## src/rtl/pipeline_pkg.sv

```systemverilog
// pipeline_pkg
// Shared widths, the per-stage record type and the bubble constructor
// used by the pipeline register chain and its fetch-side interface.
package pipeline_pkg;

   localparam int MC_W = 32;
   localparam int ID_W = 25;

   // All-zero microcode: reg write-enable and rs1/rs2 check bits are clear,
   // so a bubble can never look like a producer or consumer to the detector.
   localparam logic [MC_W-1:0] NOP_MICROCODE = '0;

   typedef struct packed {
      logic            valid;
      logic [MC_W-1:0] microcode;
      logic [ID_W-1:0] instruction_data;
   } stage_t;

   function automatic stage_t bubble();
      stage_t b;
      b.valid            = 1'b0;
      b.microcode        = NOP_MICROCODE;
      b.instruction_data = '0;
      return b;
   endfunction

endpackage

```

## src/rtl/pipeline_stage_regs_if.sv

```systemverilog
// pipeline_stage_regs_if
// Fetch/decode to pipeline handshake.
//   in_valid            : fetch presents an instruction
//   in_ready            : pipeline accepts it this cycle (combinational)
//   in_microcode        : microcode of the presented instruction
//   in_instruction_data : instruction data of the presented instruction
interface pipeline_stage_regs_if;
   import pipeline_pkg::*;

   logic            in_valid;
   logic            in_ready;
   logic [MC_W-1:0] in_microcode;
   logic [ID_W-1:0] in_instruction_data;

   modport master (output in_valid, output in_microcode,
                   output in_instruction_data, input in_ready);
   modport slave  (input in_valid, input in_microcode,
                   input in_instruction_data, output in_ready);

endinterface

```

## src/rtl/pipe_stage_reg.sv

```systemverilog
// pipe_stage_reg
// One pipeline stage register holding a stage_t record.
//   clk, rst_n : clock, asynchronous active-low reset (clears to a bubble)
//   i_hold     : keep current contents (has priority over i_bubble)
//   i_bubble   : load a bubble instead of i_d
//   i_d        : next stage contents
//   o_q        : registered stage contents
module pipe_stage_reg
   import pipeline_pkg::*;
(
   input  logic   clk,
   input  logic   rst_n,
   input  logic   i_hold,
   input  logic   i_bubble,
   input  stage_t i_d,
   output stage_t o_q
);

   stage_t r_q;

   always_ff @(posedge clk or negedge rst_n) begin
      if (!rst_n) begin
         r_q <= bubble();
      end else if (!i_hold) begin
         r_q <= i_bubble ? bubble() : i_d;
      end
   end

   assign o_q = r_q;

endmodule

```

## src/rtl/pipeline_stage_regs.sv

```systemverilog
// pipeline_stage_regs
// Four-stage (s0..s3) register chain for microcode and instruction data.
// Holds s0 and injects bubbles into s1 while the dependency detector flags
// a hazard on a valid s0, squashes s0/s1 on flush, and counts stall cycles.
//   clk, rst_n                : clock, asynchronous active-low reset
//   fetch (slave)             : in_valid/in_ready/in_microcode/in_instruction_data
//   data_dependency           : hazard flag for the current s0 contents
//   flush                     : redirect resolved in s1, kill younger entries
//   microcode_sN, instruction_data_sN, valid_sN : per-stage contents
//   stall_count               : saturating count of stall cycles
module pipeline_stage_regs #(
   parameter int MC_W  = pipeline_pkg::MC_W,
   parameter int ID_W  = pipeline_pkg::ID_W,
   parameter int CNT_W = 16
) (
   input  logic                  clk,
   input  logic                  rst_n,
   pipeline_stage_regs_if.slave  fetch,
   input  logic                  data_dependency,
   input  logic                  flush,
   output logic [MC_W-1:0]       microcode_s0,
   output logic [MC_W-1:0]       microcode_s1,
   output logic [MC_W-1:0]       microcode_s2,
   output logic [MC_W-1:0]       microcode_s3,
   output logic [ID_W-1:0]       instruction_data_s0,
   output logic [ID_W-1:0]       instruction_data_s1,
   output logic [ID_W-1:0]       instruction_data_s2,
   output logic [ID_W-1:0]       instruction_data_s3,
   output logic                  valid_s0,
   output logic                  valid_s1,
   output logic                  valid_s2,
   output logic                  valid_s3,
   output logic [CNT_W-1:0]      stall_count
);
   import pipeline_pkg::*;

   stage_t           w_in;
   stage_t           w_p0, w_p1, w_p2, w_p3;
   logic             w_stall;
   logic [CNT_W-1:0] r_stall_cnt;

   // A bubble in s0 never stalls; flush overrides a pending hazard.
   assign w_stall        = data_dependency & w_p0.valid & ~flush;
   assign fetch.in_ready = ~w_stall;

   always_comb begin
      w_in                  = bubble();
      w_in.valid            = 1'b1;
      w_in.microcode        = fetch.in_microcode;
      w_in.instruction_data = fetch.in_instruction_data;
   end

   // s0: holds on stall; on flush the presented word is consumed and dropped
   pipe_stage_reg u_s0 (
      .clk      (clk),
      .rst_n    (rst_n),
      .i_hold   (w_stall),
      .i_bubble (flush | ~fetch.in_valid),
      .i_d      (w_in),
      .o_q      (w_p0)
   );

   // s1: bubble while s0 is held or when the younger entry is squashed
   pipe_stage_reg u_s1 (
      .clk      (clk),
      .rst_n    (rst_n),
      .i_hold   (1'b0),
      .i_bubble (flush | w_stall),
      .i_d      (w_p0),
      .o_q      (w_p1)
   );

   // s2: the s1 entry (e.g. the branch) always proceeds
   pipe_stage_reg u_s2 (
      .clk      (clk),
      .rst_n    (rst_n),
      .i_hold   (1'b0),
      .i_bubble (1'b0),
      .i_d      (w_p1),
      .o_q      (w_p2)
   );

   // s3: last stage; its old contents fall off toward writeback
   pipe_stage_reg u_s3 (
      .clk      (clk),
      .rst_n    (rst_n),
      .i_hold   (1'b0),
      .i_bubble (1'b0),
      .i_d      (w_p2),
      .o_q      (w_p3)
   );

   // Stall counter saturates at all-ones rather than wrapping
   always_ff @(posedge clk or negedge rst_n) begin
      if (!rst_n) begin
         r_stall_cnt <= '0;
      end else if (w_stall && (r_stall_cnt != {CNT_W{1'b1}})) begin
         r_stall_cnt <= r_stall_cnt + 1'b1;
      end
   end

   assign stall_count = r_stall_cnt;

   assign valid_s0            = w_p0.valid;
   assign valid_s1            = w_p1.valid;
   assign valid_s2            = w_p2.valid;
   assign valid_s3            = w_p3.valid;
   assign microcode_s0        = w_p0.microcode;
   assign microcode_s1        = w_p1.microcode;
   assign microcode_s2        = w_p2.microcode;
   assign microcode_s3        = w_p3.microcode;
   assign instruction_data_s0 = w_p0.instruction_data;
   assign instruction_data_s1 = w_p1.instruction_data;
   assign instruction_data_s2 = w_p2.instruction_data;
   assign instruction_data_s3 = w_p3.instruction_data;

endmodule

```

## src/flat_wrapper.sv

```systemverilog
// flat-port wrapper written by rule: the top's interface ports become plain ports
module pipeline_stage_regs_flat import pipeline_pkg::*;
#(
   parameter int MC_W  = pipeline_pkg::MC_W,
   parameter int ID_W  = pipeline_pkg::ID_W,
   parameter int CNT_W = 16
)
  (clk, rst_n, data_dependency, flush, microcode_s0, microcode_s1, microcode_s2, microcode_s3, instruction_data_s0, instruction_data_s1, instruction_data_s2, instruction_data_s3, valid_s0, valid_s1, valid_s2, valid_s3, stall_count, fetch_in_valid, fetch_in_microcode, fetch_in_instruction_data, fetch_in_ready);
  pipeline_stage_regs_if fetch_i ();
  input  logic clk;
  input  logic rst_n;
  input  logic data_dependency;
  input  logic flush;
  output logic [MC_W-1:0] microcode_s0;
  output logic [MC_W-1:0] microcode_s1;
  output logic [MC_W-1:0] microcode_s2;
  output logic [MC_W-1:0] microcode_s3;
  output logic [ID_W-1:0] instruction_data_s0;
  output logic [ID_W-1:0] instruction_data_s1;
  output logic [ID_W-1:0] instruction_data_s2;
  output logic [ID_W-1:0] instruction_data_s3;
  output logic valid_s0;
  output logic valid_s1;
  output logic valid_s2;
  output logic valid_s3;
  output logic [CNT_W-1:0] stall_count;
  input wire logic [$bits(fetch_i.in_valid)-1:0] fetch_in_valid;
  input wire logic [$bits(fetch_i.in_microcode)-1:0] fetch_in_microcode;
  input wire logic [$bits(fetch_i.in_instruction_data)-1:0] fetch_in_instruction_data;
  output wire logic [$bits(fetch_i.in_ready)-1:0] fetch_in_ready;
  assign fetch_i.in_valid = fetch_in_valid;
  assign fetch_i.in_microcode = fetch_in_microcode;
  assign fetch_i.in_instruction_data = fetch_in_instruction_data;
  assign fetch_in_ready = fetch_i.in_ready;
  pipeline_stage_regs #(.MC_W(MC_W), .ID_W(ID_W), .CNT_W(CNT_W)) u_core (.clk(clk), .rst_n(rst_n), .fetch(fetch_i), .data_dependency(data_dependency), .flush(flush), .microcode_s0(microcode_s0), .microcode_s1(microcode_s1), .microcode_s2(microcode_s2), .microcode_s3(microcode_s3), .instruction_data_s0(instruction_data_s0), .instruction_data_s1(instruction_data_s1), .instruction_data_s2(instruction_data_s2), .instruction_data_s3(instruction_data_s3), .valid_s0(valid_s0), .valid_s1(valid_s1), .valid_s2(valid_s2), .valid_s3(valid_s3), .stall_count(stall_count));
endmodule
```

## config.mk

```make
export PLATFORM = sky130hd
export DESIGN_NAME = pipeline_stage_regs_flat
export DESIGN_NICKNAME = d
export VERILOG_FILES = /design/src/rtl/pipeline_pkg.sv /design/src/rtl/pipeline_stage_regs_if.sv /design/src/rtl/pipe_stage_reg.sv /design/src/rtl/pipeline_stage_regs.sv /design/src/flat_wrapper.sv
export SDC_FILE = /design/constraint.sdc
export NUM_CORES = 1
export LEC_CHECK = 0
export ABC_CLOCK_PERIOD_IN_PS = 2800
export CORE_MARGIN = 3
export CORE_UTILIZATION = 40
export DETAILED_ROUTE_END_ITERATION = 8
export MAX_ROUTING_LAYER = met4
export PLACE_DENSITY = 0.8
export SLEW_MARGIN = 40
export SYNTH_ARGS = -nofsm -noshare
export SYNTH_HDL_FRONTEND = slang
export SYNTH_SLANG_ARGS = --single-unit
```

## constraint.sdc

```tcl
create_clock -name clk -period 2.8 [get_ports clk]
set_clock_uncertainty 0.15 [all_clocks]
set_input_delay 0.42 -clock clk [delete_from_list [all_inputs] [get_ports clk]]
set_output_delay 0.42 -clock clk [all_outputs]
set_load 0.02 [all_outputs]
```

==> results.toml, run 1 <==
[critical_path]
cp-end-kind = "output pin"
cp_max_fo = 4
cp.required_ns = 2.23
startpoint_type = "flop"
critical_path.cell_chain = "and3b_2 > inv_4 > clkdlybuf4s50_1"
cpPeakStageDelay_ns = 0.60
reg2regPathDepth = 5
cp_slowest_cell = "clkdlybuf4s50_1"
worst_ep_arrival_time_ns = 1.92
r2r-start = "u_core.stall_count[0]$_DFFE_PN0P_"
path_class = "flop to output pin"
r2r_slack_ns = 0.74
r2r_end = "u_core.stall_count[1]$_DFFE_PN0P_"

[synth]
ys_types = 34
synth_top_family_by_area = "simple AND/OR/NAND/NOR gates"
ys_ff_latch = 248
syn_inst = 449
yosysWarnings = 0
synth_simple_gate_area_frac = 0.0781
avgSynthCellArea_sq_um = 16.9
synth-adder-area-share = 0.00165
synth_compound_gate_area_share = 0.0757
synth_mux_area_frac = 0.00494
ys_seq_area_frac = 0.816
synth_xor_area_frac = 0.00921
syn_area_sq_um = 7610
syn-num-nets = 512

[global_route]
grt_pass1_wl_mm = 30.0
antenna_found_initial = 0
met1_usage = 0.229
use_met3 = 0.0459
grt_remaining_overflow = 0
grt_use_total = 0.194
grtUsageMet2 = 0.330
grt_max_degree = 64
grt_pass1_vias = 5171
grt-busiest-layer = "met2"

[clocking]
cts_buffers = 25
h-tree-depth = 1
cts_setup_buffers = 0
clkTransAtPathRegs_ns = 0.06
cts-resized-gates = 0
clk_latency_ns = 0.50
cts_num_sinks = 248
clockBufferDepth = 3
cts-root-buf = "clkbuf_16"
cts_tree = "done"
hold_buffers = 1

[final_layout]
final_cell_mix = "clkdlybuf4s50_1 (309), dfrtp_1 (248), and2_1 (59)"
fin_nets = 839
antenna_cells = 0
syn_to_final_growth_pct = 56.2
stdcell_area_sq_um = 11900
final_common_cell = "clkdlybuf4s50_1"
drive_gt1_frac = 0.0756

[power]
p_seq_frac = 0.480
comb_power_share = 0.100
p_leak_nw = 5.55
intPower_mw = 6.15
peakVddDrop_mv = 0.485
finalPower_mw = 7.98
switching_share = 0.230
power_density_nw_per_um2 = 671
power_switching_mw = 1.83
pwr-share-clk = 0.419

[outcome]
outcome = "finished, final reports clean"

[floorplan]
start_util = 0.415
die_area_sq_um = 20700
fp.coreArea_sq_um = 18300
die_h_um = 144
io_pins = 311
core.rowCount = 49
die_w_um = 144

[flow_run]
maxCapViolations = 0

[sta]
fmax_mhz = 402
tns_ns = 0
setup_viol = 0
min_period_ns = 2.49
slew_viol_final = 0
finalHoldViolCount = 0
finalCritPeriodShare = 0.889
worstMarginPinSlew_ns = 0.727
rsz0062_at_grt = "no"
slew_headroom = 0.515
hold_slack_ns = 0.208

[detailed_routing]
routed_wl_mm = 19.8
vias = 4916
viasPerCell = 4.81
wl_per_cell_um = 19.4
drtPass1Iterations = 4
drt_iter0_drc = 185
postRouteAntennaNets = 0
drc = 0

[hold_path]
min_path_cells = 0
holdCritStartpoint = "u_core.u_s1.o_q[15]$_DFF_PN0_"
hold_class = "flop to flop"
worstHoldEndpoint = "u_core.u_s2.o_q[15]$_DFF_PN0_"

[placement]
routabilityCongestion = 0.840
port_buffers = 310
place_area_sq_um = 11000
place_hpwl_mm = 14.3
-- final cells by class --
cell class	count	area, sq um
Inverter	3	13.8
Clock buffer	37	751
Sequential cell	248	6210
Multi-Input combinational cell	178	1300
Fill cell	1291	6450
Timing Repair Buffer	320	3220
Tap cell	229	287
Clock inverter	8	100
-- per-layer routing --
| layer | routed length (um) | part of all wire |
|---|---|---|
| met2 | 10400 | 0.52 |
| met5 | 0 | 0 |
| met4 | 606 | 0.031 |
| met1 | 7270 | 0.37 |
| met3 | 1540 | 0.078 |
-- power by group through the flow --
stage	clock network, mW	logic [mW]	registers [mW]
finish	3.34	0.801	3.83
floorplan	0	0.133	4.04
CTS	3.45	0.815	3.83
global route	3.59	0.857	3.85
detailed placement	0	0.811	3.90
global placement	0	0.800	3.89
-- worst max path at each step --
| stage | from | end | slack, ns |
|---|---|---|---|
| 2_1_floorplan | u_core.stall_count[0]$_DFFE_PN0P_ | u_core.stall_count[1]$_DFFE_PN0P_ | 0.87 |
| 3_3_place_gp | flush | fetch_in_ready | 0.36 |
| 3_5_place_dp | data_dependency | u_core.stall_count[12]$_DFFE_PN0P_ | 0.29 |
| 4_1_cts | u_core.u_s0.o_q[57]$_DFFE_PN0N_ | fetch_in_ready | 0.27 |
| 5_1_grt | u_core.u_s0.o_q[57]$_DFFE_PN0N_ | fetch_in_ready | 0.25 |
| 6_report | u_core.u_s0.o_q[57]$_DFFE_PN0N_ | fetch_in_ready | 0.31 |
-- sequential cells by signal, indices dropped and copies added (netlist names) --
register            cells
u_core.u_s0.o_q        58
u_core.u_s3.o_q        58
u_core.stall_count     16
u_core.u_s2.o_q        58
u_core.u_s1.o_q        58
-- Yosys cell counts --
cell	count	share of area
mux2_2	1	0.0015
nand4b_1	1	0.0012
xnor2_1	4	0.0046
inv_4	1	0.00082
nor3_2	1	0.0013
mux2_4	1	0.0020
a311oi_1	1	0.0012
a211o_1	1	0.0012
and3b_1	1	0.0012
a31oi_1	2	0.0016
a21boi_0	1	0.00099
nand3_1	7	0.0046
dfrtp_1	248	0.82
and2_1	60	0.049
inv_1	2	0.00099
ha_1	1	0.0016
buf_4	2	0.0020
a41oi_1	1	0.0012
buf_6	1	0.0015
mux2_1	1	0.0015
a21oi_1	6	0.0039
nand4_1	5	0.0041
and4_1	1	0.0012
xor2_1	4	0.0046
clkbuf_1	12	0.0059
buf_2	5	0.0033
a22o_1	57	0.066
nor2_1	5	0.0025
nand2_1	4	0.0020
or2_2	1	0.00082
nand2b_1	2	0.0016
and3_1	6	0.0049
nor3_1	2	0.0013
nor3_4	1	0.0021
-- worst max-delay path: cells and delay by family (launching register included) --
kind / cells / cell delay (ns)
buf+inv: 2 / 0.68
flops: 1 / 0.47
simple gates: 1 / 0.27
-- cells by family (layout without fill, tap and decap cells) --
kind of cell | Yosys count | after routing
buf+inv | 23 | 368
simple gates | 97 | 97
compound gates | 69 | 69
fa+ha+maj | 1 | 1
xor+xnor | 8 | 8
flops | 248 | 248
mux | 3 | 3
-- stage by stage --
stage	setup slack (ns)	std cells	util
after floorplan	0.866	449	-
after global placement	0.358	977	0.601
after detailed placement	0.286	977	0.601
after CTS	0.273	1023	0.648
after global routing	0.247	1023	0.648
final	0.311	1023	0.648
Power figures use the tool's default switching activity.
==> run 2: changes to the inputs <==
- ABC_CLOCK_PERIOD_IN_PS: 2800 -> unset
==> results of run 2 <==
Final layout, timing and power as in run 1 (identical DEF).
==> run 3: changes to the inputs <==
- TNS_END_PERCENT: unset -> 10
==> results of run 3 <==
Final layout, timing and power as in run 1 (identical DEF).
